$ cat config.mk
export PLATFORM = sky130hd
export DESIGN_NAME = ex_mem_stage
export DESIGN_NICKNAME = d
export VERILOG_FILES = /design/src/rtl/ex_mem_stage.sv
export SDC_FILE = /design/constraint.sdc
export NUM_CORES = 1
export LEC_CHECK = 0
export BUFFER_PORTS_ARGS = -buffer_cell sky130_fd_sc_hd__buf_2
export CAP_MARGIN = 5
export CORE_MARGIN = 2
export CORE_UTILIZATION = 30
export DETAILED_ROUTE_END_ITERATION = 7
export GPL_TIMING_DRIVEN = 0
export PLACE_DENSITY = 0.7
export SLEW_MARGIN = 20
export SYNTH_ARGS = -nofsm -noshare
export SYNTH_HDL_FRONTEND = slang
export SYNTH_SLANG_ARGS = --single-unit
$ cat constraint.sdc
create_clock -name clock -period 1.25 [get_ports clock]
set_input_delay 0.1875 -clock clock [delete_from_list [all_inputs] [get_ports clock]]
set_output_delay 0.1875 -clock clock [all_outputs]
set_load 0.01 [all_outputs]
$ cat src/rtl/ex_mem_stage.sv
// ex_mem_stage: EX/MEM pipeline register with byte enables, store-lane replication and misalignment detection.
// Optional hold/bubble performance counters are enabled by defining EX_MEM_STAGE_PERF_EN.
module ex_mem_stage #(
  parameter int DATA_W = 32,
  parameter int REG_W  = 5
) (
  input  logic                clock,
  input  logic                reset,
  input  logic                ex_stall,
  input  logic                ex_flush,
  input  logic                me_ready,
  output logic                ex_ready,
  input  logic                ex_mem_read,
  input  logic                ex_mem_write,
  input  logic                ex_mem_to_reg,
  input  logic                ex_reg_write,
  input  logic [1:0]          ex_mem_size,
  input  logic [DATA_W-1:0]   ex_alu_result,
  input  logic [DATA_W-1:0]   ex_reg2_fwd,
  input  logic [REG_W-1:0]    ex_rt_rd,
  output logic                me_valid,
  output logic                me_mem_read,
  output logic                me_mem_write,
  output logic                me_mem_to_reg,
  output logic                me_reg_write,
  output logic [DATA_W-1:0]   me_alu_result,
  output logic [DATA_W-1:0]   me_data2_reg,
  output logic [DATA_W/8-1:0] me_byte_en,
  output logic                me_addr_err,
  output logic [REG_W-1:0]    me_rt_rd
`ifdef EX_MEM_STAGE_PERF_EN
  ,
  output logic [31:0]         me_hold_cnt,
  output logic [31:0]         me_bubble_cnt
`endif
);
  localparam int BE = DATA_W / 8;
  localparam int OW = $clog2(BE);
  logic hold, bubble, misal;
  logic [OW-1:0] off;
  logic [1:0] size;
  logic [BE-1:0] be_raw;
  logic [DATA_W-1:0] rep;
  logic valid_q, valid_d, rd_q, rd_d, wr_q, wr_d, m2r_q, m2r_d, rw_q, rw_d, err_q, err_d;
  logic [DATA_W-1:0] alu_q, alu_d, data_q, data_d;
  logic [BE-1:0] be_q, be_d;
  logic [REG_W-1:0] rt_q, rt_d;
  assign hold = valid_q & ~me_ready & ~ex_flush;
  assign ex_ready = ~hold;
  // flush and stall both leave a non-instruction slot, so they share one path
  assign bubble = ex_flush | ex_stall;
  always_comb begin
    off = ex_alu_result[OW-1:0];
    size = (DATA_W == 32 && ex_mem_size == 2'b11) ? 2'b10 : ex_mem_size;
    be_raw = size == 2'd0 ? BE'(1) << off :
             size == 2'd1 ? BE'(3) << off :
             size == 2'd2 ? BE'(15) << off : '1;
    misal = (ex_mem_read | ex_mem_write) &
            (size == 2'd1 ? off[0] : size == 2'd2 ? |off[1:0] : size == 2'd3 ? |off : 1'b0);
    rep = size == 2'd0 ? {BE{ex_reg2_fwd[7:0]}} :
          size == 2'd1 ? {(BE/2){ex_reg2_fwd[15:0]}} :
          size == 2'd2 ? {(DATA_W/32){ex_reg2_fwd[31:0]}} : ex_reg2_fwd;
    valid_d = hold ? valid_q : ~bubble;
    rd_d = hold ? rd_q : ~bubble & ~misal & ex_mem_read;
    wr_d = hold ? wr_q : ~bubble & ~misal & ex_mem_write;
    rw_d = hold ? rw_q : ~bubble & ~misal & ex_reg_write;
    err_d = hold ? err_q : ~bubble & misal;
    be_d = hold ? be_q : (bubble | misal) ? '0 : be_raw;
    m2r_d = hold ? m2r_q : ex_mem_to_reg;
    alu_d = hold ? alu_q : ex_alu_result;
    data_d = hold ? data_q : rep;
    rt_d = hold ? rt_q : ex_rt_rd;
  end
  always_ff @(posedge clock) begin
    if (reset) begin
      valid_q <= 1'b0;
      rd_q <= 1'b0;
      wr_q <= 1'b0;
      m2r_q <= 1'b0;
      rw_q <= 1'b0;
      err_q <= 1'b0;
      alu_q <= '0;
      data_q <= '0;
      be_q <= '0;
      rt_q <= '0;
    end else begin
      valid_q <= valid_d;
      rd_q <= rd_d;
      wr_q <= wr_d;
      m2r_q <= m2r_d;
      rw_q <= rw_d;
      err_q <= err_d;
      alu_q <= alu_d;
      data_q <= data_d;
      be_q <= be_d;
      rt_q <= rt_d;
    end
  end
  assign me_valid = valid_q;
  assign me_mem_read = rd_q;
  assign me_mem_write = wr_q;
  assign me_mem_to_reg = m2r_q;
  assign me_reg_write = rw_q;
  assign me_alu_result = alu_q;
  assign me_data2_reg = data_q;
  assign me_byte_en = be_q;
  assign me_addr_err = err_q;
  assign me_rt_rd = rt_q;
`ifdef EX_MEM_STAGE_PERF_EN
  logic [31:0] hold_cnt_q, hold_cnt_d, bubble_cnt_q, bubble_cnt_d;
  always_comb begin
    hold_cnt_d = hold_cnt_q + {31'd0, hold && hold_cnt_q != '1};
    bubble_cnt_d = bubble_cnt_q + {31'd0, ex_stall && !ex_flush && !hold && bubble_cnt_q != '1};
  end
  always_ff @(posedge clock) begin
    if (reset) begin
      hold_cnt_q <= '0;
      bubble_cnt_q <= '0;
    end else begin
      hold_cnt_q <= hold_cnt_d;
      bubble_cnt_q <= bubble_cnt_d;
    end
  end
  assign me_hold_cnt = hold_cnt_q;
  assign me_bubble_cnt = bubble_cnt_q;
`endif
endmodule

==> flow_summary.toml, run 1 <==
[status]
outcome = "complete, but fails checks"
violations = "setup timing"

[floorplanning]
die_width_um = 108
io_pins = 160
num_rows = 37
core_sq_um = 10400
die_y_um = 108
initial_utilization = 0.311
die_area_sq_um = 11600

[cells_and_area]
antenna-diode-count = 0
area_growth_pct = 55.1
stdcell_area_sq_um = 5010
multi_input_area_sq_um = 1630
ff_latch_area_sq_um = 1580
drive_gt1_frac = 0.451
nNetsFinal = 661
nFillCells = 1033

[global_route]
grt_pass1_vias = 3177
gr-usage-all-layers = 0.180
antenna_found_initial = 0
grt_max_degree = 13
gr-total-overflow = 0
grt_pass1_wl_um = 16000

[sta]
worst_slack_ns = -0.123
post-route-period-util = 1.10
skew_ns = 0.00485
fin_crit_ns = 1.37
setup_viol = 45
whs_ns = 0.0553
finalMaxSlewViolations = 0
rsz0062_at_grt = "true"
worst_pin_slew_ns = 0.649
slew_headroom = 0.567
clock.fmax_ghz = 0.728
hold_violations = 0

[worst_hold_path]
hold_path.startpoint = "ex_reg_write"
hold_depth = 2
hold_path.class = "primary input to flop"
min_to = "me_reg_write"

[drt]
detailroute.via_count = 3457
dr.pass1.iters = 4
wire_per_inst_um = 15.3
drt_iter0_drc = 193
drc_errors = 0
via_per_inst = 4.82
final_antenna_net_count = 0
routed_wl_um = 10900

[yosys]
avgSynthCellArea_sq_um = 8.37
ys_seq_elements = 79
netlist_area_sq_um = 3230
ys_types = 30
netlist_instances = 386
synth_seq_area_share = 0.490
syn_nets = 471
yosys_warnings = 0

[clocking]
clkSinkCount = 79
h-tree-depth = 3
clk_pin_slew_ns = 0.08
tritoncts = "done"
clkLatencyLatePin_ns = 0.35
root_buffer = "clkbuf_8"
cts-buffers-inserted = 9
clockBufferDepth = 2

[worst_setup_path]
end_kind = "output port"
rrSetupSlack_ns = -0.07
start_kind = "flop"
reg2reg_to = "me_alu_result[21]"
critPathKind = "flop to output port"
required_ns = 1.06
startpoint = "me_valid"
ff2ff_path_depth = 8
r2r_start = "me_valid"
worstPathArrival_ns = 1.19
path_max_fanout = 2

[placed_design]
place_congestion = 0.828
dpl_cell_area_sq_um = 4200
place_hpwl_um = 7910
io_buffers = 159

[pwr]
ir_drop_uv = 429
p_leak_nw = 2.41
power.density_nw_per_um2 = 1150

[job]
maxCapViolCount = 0
per-stage QoR:
stage               power (mW)  TNS, ns  setup slack (ns)  utilization  std cells
floorplan                 3.19        0            0.0446            -        386
global placement          3.57    -3.81            -0.268        0.405        681
detailed placement        3.59    -5.21            -0.276        0.405        681
CTS                       5.72    -2.66            -0.161        0.439        706
global route              6.04    -5.03            -0.181        0.483        717
finish                    5.74    -2.01            -0.123        0.483        717
cell usage in the layout, fill, tap and decap left out, drive strengths merged:
cell type  count
clkbuf        25
bufinv         1
inv            4
nor2          23
clkinv         1
or3b           2
dfxtp         79
a21oi         57
buf          196
nor3           3
nand3          1
o211ai         8
mux2i         18
nor2b          1
a32o           1
nand2b         2
o21ai          9
a311oi         8
nand3b         1
a22o           4
a211oi         8
a22oi          1
nand2        123
ha             5
how the worst max path moves through the flow:
stage	endpoint	depth (start not counted)	slack, ns
after global routing	ex_ready	5	-0.18
after global placement	me_byte_en[2]	7	-0.27
after detailed placement	me_byte_en[2]	7	-0.28
final	ex_ready	5	-0.12
after floorplan	me_byte_en[2]	6	0.04
after CTS	ex_ready	5	-0.16
cells in the mapped netlist (all sizes together):
cell type    n  share of area
inv          4         0.0047
a311oi       8          0.022
nand2b       2         0.0062
a22oi        1         0.0023
mux2i       18          0.056
or3b         2         0.0054
nand2      123           0.14
a211oi       8          0.019
ha           5          0.019
o21ai        9          0.014
clkbuf       5         0.0058
a21oi       57          0.088
nor2        23          0.032
dfxtp       79           0.49
o211ai       8          0.019
nand3        1         0.0015
nor2b        1         0.0019
a22o         4          0.011
nor3         3         0.0062
buf         23          0.048
a32o         1         0.0031
nand3b       1         0.0023
critical path, cell delays in order (launching register included):
cell      delay, ns
dfxtp_2        0.36
nand2b_4       0.06
nor2_4         0.12
inv_2          0.07
buf_6          0.12
buf_6          0.11
power by group:
part | internal [mW] | total (mW) | switching [mW]
sequential | 2.67 | 2.75 | 0.0787
combinational | 0.414 | 0.892 | 0.477
clock | 1.19 | 2.10 | 0.908
total | 4.28 | 5.74 | 1.46
routing by layer:
metal | up-vias | routed length [um] | track usage
li1 | 1690 | - | -
met1 | 1617 | 4490 | 0.205
met2 | 131 | 5470 | 0.323
met3 | 19 | 770 | 0.0406
met4 | 0 | 214 | 0.0751
met5 | - | 0 | 0
repair_timing:
| item | CTS | global route |
|---|---|---|
| hold buffers | 0 | 0 |
| pin swaps | 2 | 16 |
| gates resized for setup | 21 | 71 |
| cloned | 2 | 6 |
| setup endpoints to repair | 55 | 73 |
| setup buffers | 7 | 5 |
cell type report:
class / count / area share
Buffer: 28 / 0.0574
Clock buffer: 14 / 0.0385
Clock inverter: 2 / 0.00699
Inverter: 4 / 0.00300
Multi-Input combinational cell: 275 / 0.325
Sequential cell: 79 / 0.316
Tap cell: 136 / 0.0340
Timing Repair Buffer: 179 / 0.219
cell families after synthesis:
family,Yosys count,share of synthesized area
fa+ha+maj,5,0.0194
simple gates,156,0.199
compound gates,96,0.177
flops,79,0.490
mux,18,0.0558
buf+inv,32,0.0589
No activity file was read; power rests on OpenSTA's default activity.
==> run 2: changes to the inputs <==
--- a/config.mk
+++ b/config.mk
@@ -7,11 +7,11 @@
 export LEC_CHECK = 0
 export BUFFER_PORTS_ARGS = -buffer_cell sky130_fd_sc_hd__buf_2
 export CAP_MARGIN = 5
-export CORE_MARGIN = 2
+export CORE_MARGIN = 3
 export CORE_UTILIZATION = 30
 export DETAILED_ROUTE_END_ITERATION = 7
 export GPL_TIMING_DRIVEN = 0
-export PLACE_DENSITY = 0.7
+export PLACE_DENSITY = 0.54
 export SLEW_MARGIN = 20
 export SYNTH_ARGS = -nofsm -noshare
 export SYNTH_HDL_FRONTEND = slang
==> run 2 against run 1 <==
The flow still finishes with violations (setup timing). Clock power decreased by 9%. Sequential power about the same. Sequential share of layout area increased by 2.8 points. Sequential cell count unchanged. Clock-buffer cell count decreased by 3. Non-clock buffer count decreased by 12. Final area decreased by 8.1%. Worst setup slack got worse by 0.010 ns. Cell count decreased by 1.7%.
==> flow_summary.toml, run 2 (synthesis gave the netlist of run 1 again) <==
[status]
outcome = "complete, but fails checks"
violations = "setup timing"

[cells_and_area]
antenna-diode-count = 0
nNetsFinal = 649
final_common_cell = "buf_2"
final_cell_mix = "buf_2, nand2_1, dfxtp_1"
area_growth_pct = 42.5
drive_gt1_frac = 0.388

[clocking]
clkLatencyLatePin_ns = 0.34
clk_pin_slew_ns = 0.08
tritoncts = "done"
cts-buffers-inserted = 9
clkSinkCount = 79
clockBufferDepth = 2
root_buffer = "clkbuf_8"
h-tree-depth = 3

[pwr]
power_frac_clock = 0.351
seqPwrFrac = 0.501
power.density_nw_per_um2 = 1190
switching_share = 0.267
ir_drop_uv = 447
p_leak_nw = 2.27
total_switching_power_mw = 1.46
internal_power_mw = 4.02
p_comb_frac = 0.148

[floorplanning]
io_pins = 160
die_area_sq_um = 12000
die_width_um = 110
num_rows = 37
core_sq_um = 10400
initial_utilization = 0.310
die_y_um = 110

[sta]
slew_headroom = 0.567
finalMaxSlewViolations = 0
fin_tns_setup_ns = -2.86
fin_crit_ns = 1.38
worst_pin_slew_ns = 0.649
post-route-period-util = 1.11
clock.fmax_ghz = 0.723
rsz0062_at_grt = "true"
setup_viol = 46
hold_violations = 0
skew_ns = 0.0118
worst_slack_ns = -0.133

[global_route]
grt_max_degree = 14
grt_pass1_wl_um = 15900
gr-usage-all-layers = 0.171
grt_pass1_vias = 3127
gr-total-overflow = 0
antenna_found_initial = 0

[worst_setup_path]
start_kind = "flop"
reg2reg_to = "me_alu_result[25]"
startpoint = "me_valid"
setup.worst_path.end = "ex_ready"
critPathKind = "flop to output port"
rrSetupSlack_ns = -0.09
path_max_fanout = 2
ff2ff_path_depth = 8
r2r_start = "me_valid"
worstPathArrival_ns = 1.20
end_kind = "output port"
required_ns = 1.06

[placed_design]
io_buffers = 159
place_ws_ns = -0.302
place_hpwl_um = 7770
place_congestion = 0.729

[job]
maxCapViolCount = 0

[drt]
drt_iter0_drc = 157
detailroute.via_count = 3266
final_antenna_net_count = 0
wire_per_inst_um = 14.7
routed_wl_um = 10300
via_per_inst = 4.63
dr.pass1.iters = 4
drc_errors = 0

[worst_hold_path]
hold_path.class = "primary input to flop"
## run 2: cell count changes in the layout (fill, tap and decap cells not counted), sizes merged
cell,previous run,this run
bufbuf,0,1
clkbuf,25,16
buf,196,189
clkinvlp,0,3
## run 2: routing by layer
metal / vias up / track usage / part of all wire
li1: 1655 / - / -
met4: 0 / 0.0686 / 0.016
met5: - / 0 / 0
met1: 1494 / 0.211 / 0.43
met3: 12 / 0.0470 / 0.071
met2: 105 / 0.282 / 0.48
## run 2: metrics by stage
stage                     instance area (sq um)  instances   util  total power [mW]  hold WS, ns
after detailed placement                   4200        681  0.403              3.59        0.416
after global placement                     4200        681  0.403              3.58        0.409
after floorplan                            3230        386      -              3.19        0.267
after global routing                       4600        705  0.442              5.75       0.0485
after CTS                                  4560        705  0.438              5.56       0.0427
final                                      4600        705  0.442              5.48       0.0567
## run 2: worst max-delay path: stages (launching register included)
cell,delay [ns]
dfxtp_2,0.36
nand2b_4,0.07
nor2_4,0.14
inv_4,0.05
buf_6,0.12
buf_6,0.11
## run 2: power by group through the flow
| stage | sequential (mW) | combinational (mW) | clock, mW |
|---|---|---|---|
| final | 2.75 | 0.809 | 1.92 |
| after global routing | 2.76 | 0.903 | 2.09 |
| after CTS | 2.74 | 0.814 | 2.00 |
| after detailed placement | 2.80 | 0.786 | 0 |
| after global placement | 2.80 | 0.779 | 0 |
| after floorplan | 2.87 | 0.316 | 0 |
## run 2: worst min-delay path by stage
stage	startpoint	to	slack (ns)	cells after the start
2_1_floorplan	ex_flush	me_addr_err	0.27	1
3_3_place_gp	ex_reg_write	me_reg_write	0.41	2
3_5_place_dp	ex_reg_write	me_reg_write	0.42	2
4_1_cts	ex_reg_write	me_reg_write	0.04	2
5_1_grt	ex_reg_write	me_reg_write	0.05	2
6_report	ex_reg_write	me_reg_write	0.06	2
## run 2: repair_timing
item,CTS,global route
pin swaps,2,5
endpoints found under the setup margin,58,73
hold buffers,0,0
resized for setup,25,13
gates cloned,2,0
setup buffers,6,0
## run 2: final cells by class
class	instances	area, sq um
clock inverters	5	57.6
multi-input cells	275	1490
fillers	1108	5810
clock buffers	11	141
flip-flops and latches	79	1580
well taps	136	170
inverters	4	17.5
repair buffers	167	887
plain buffers	28	258
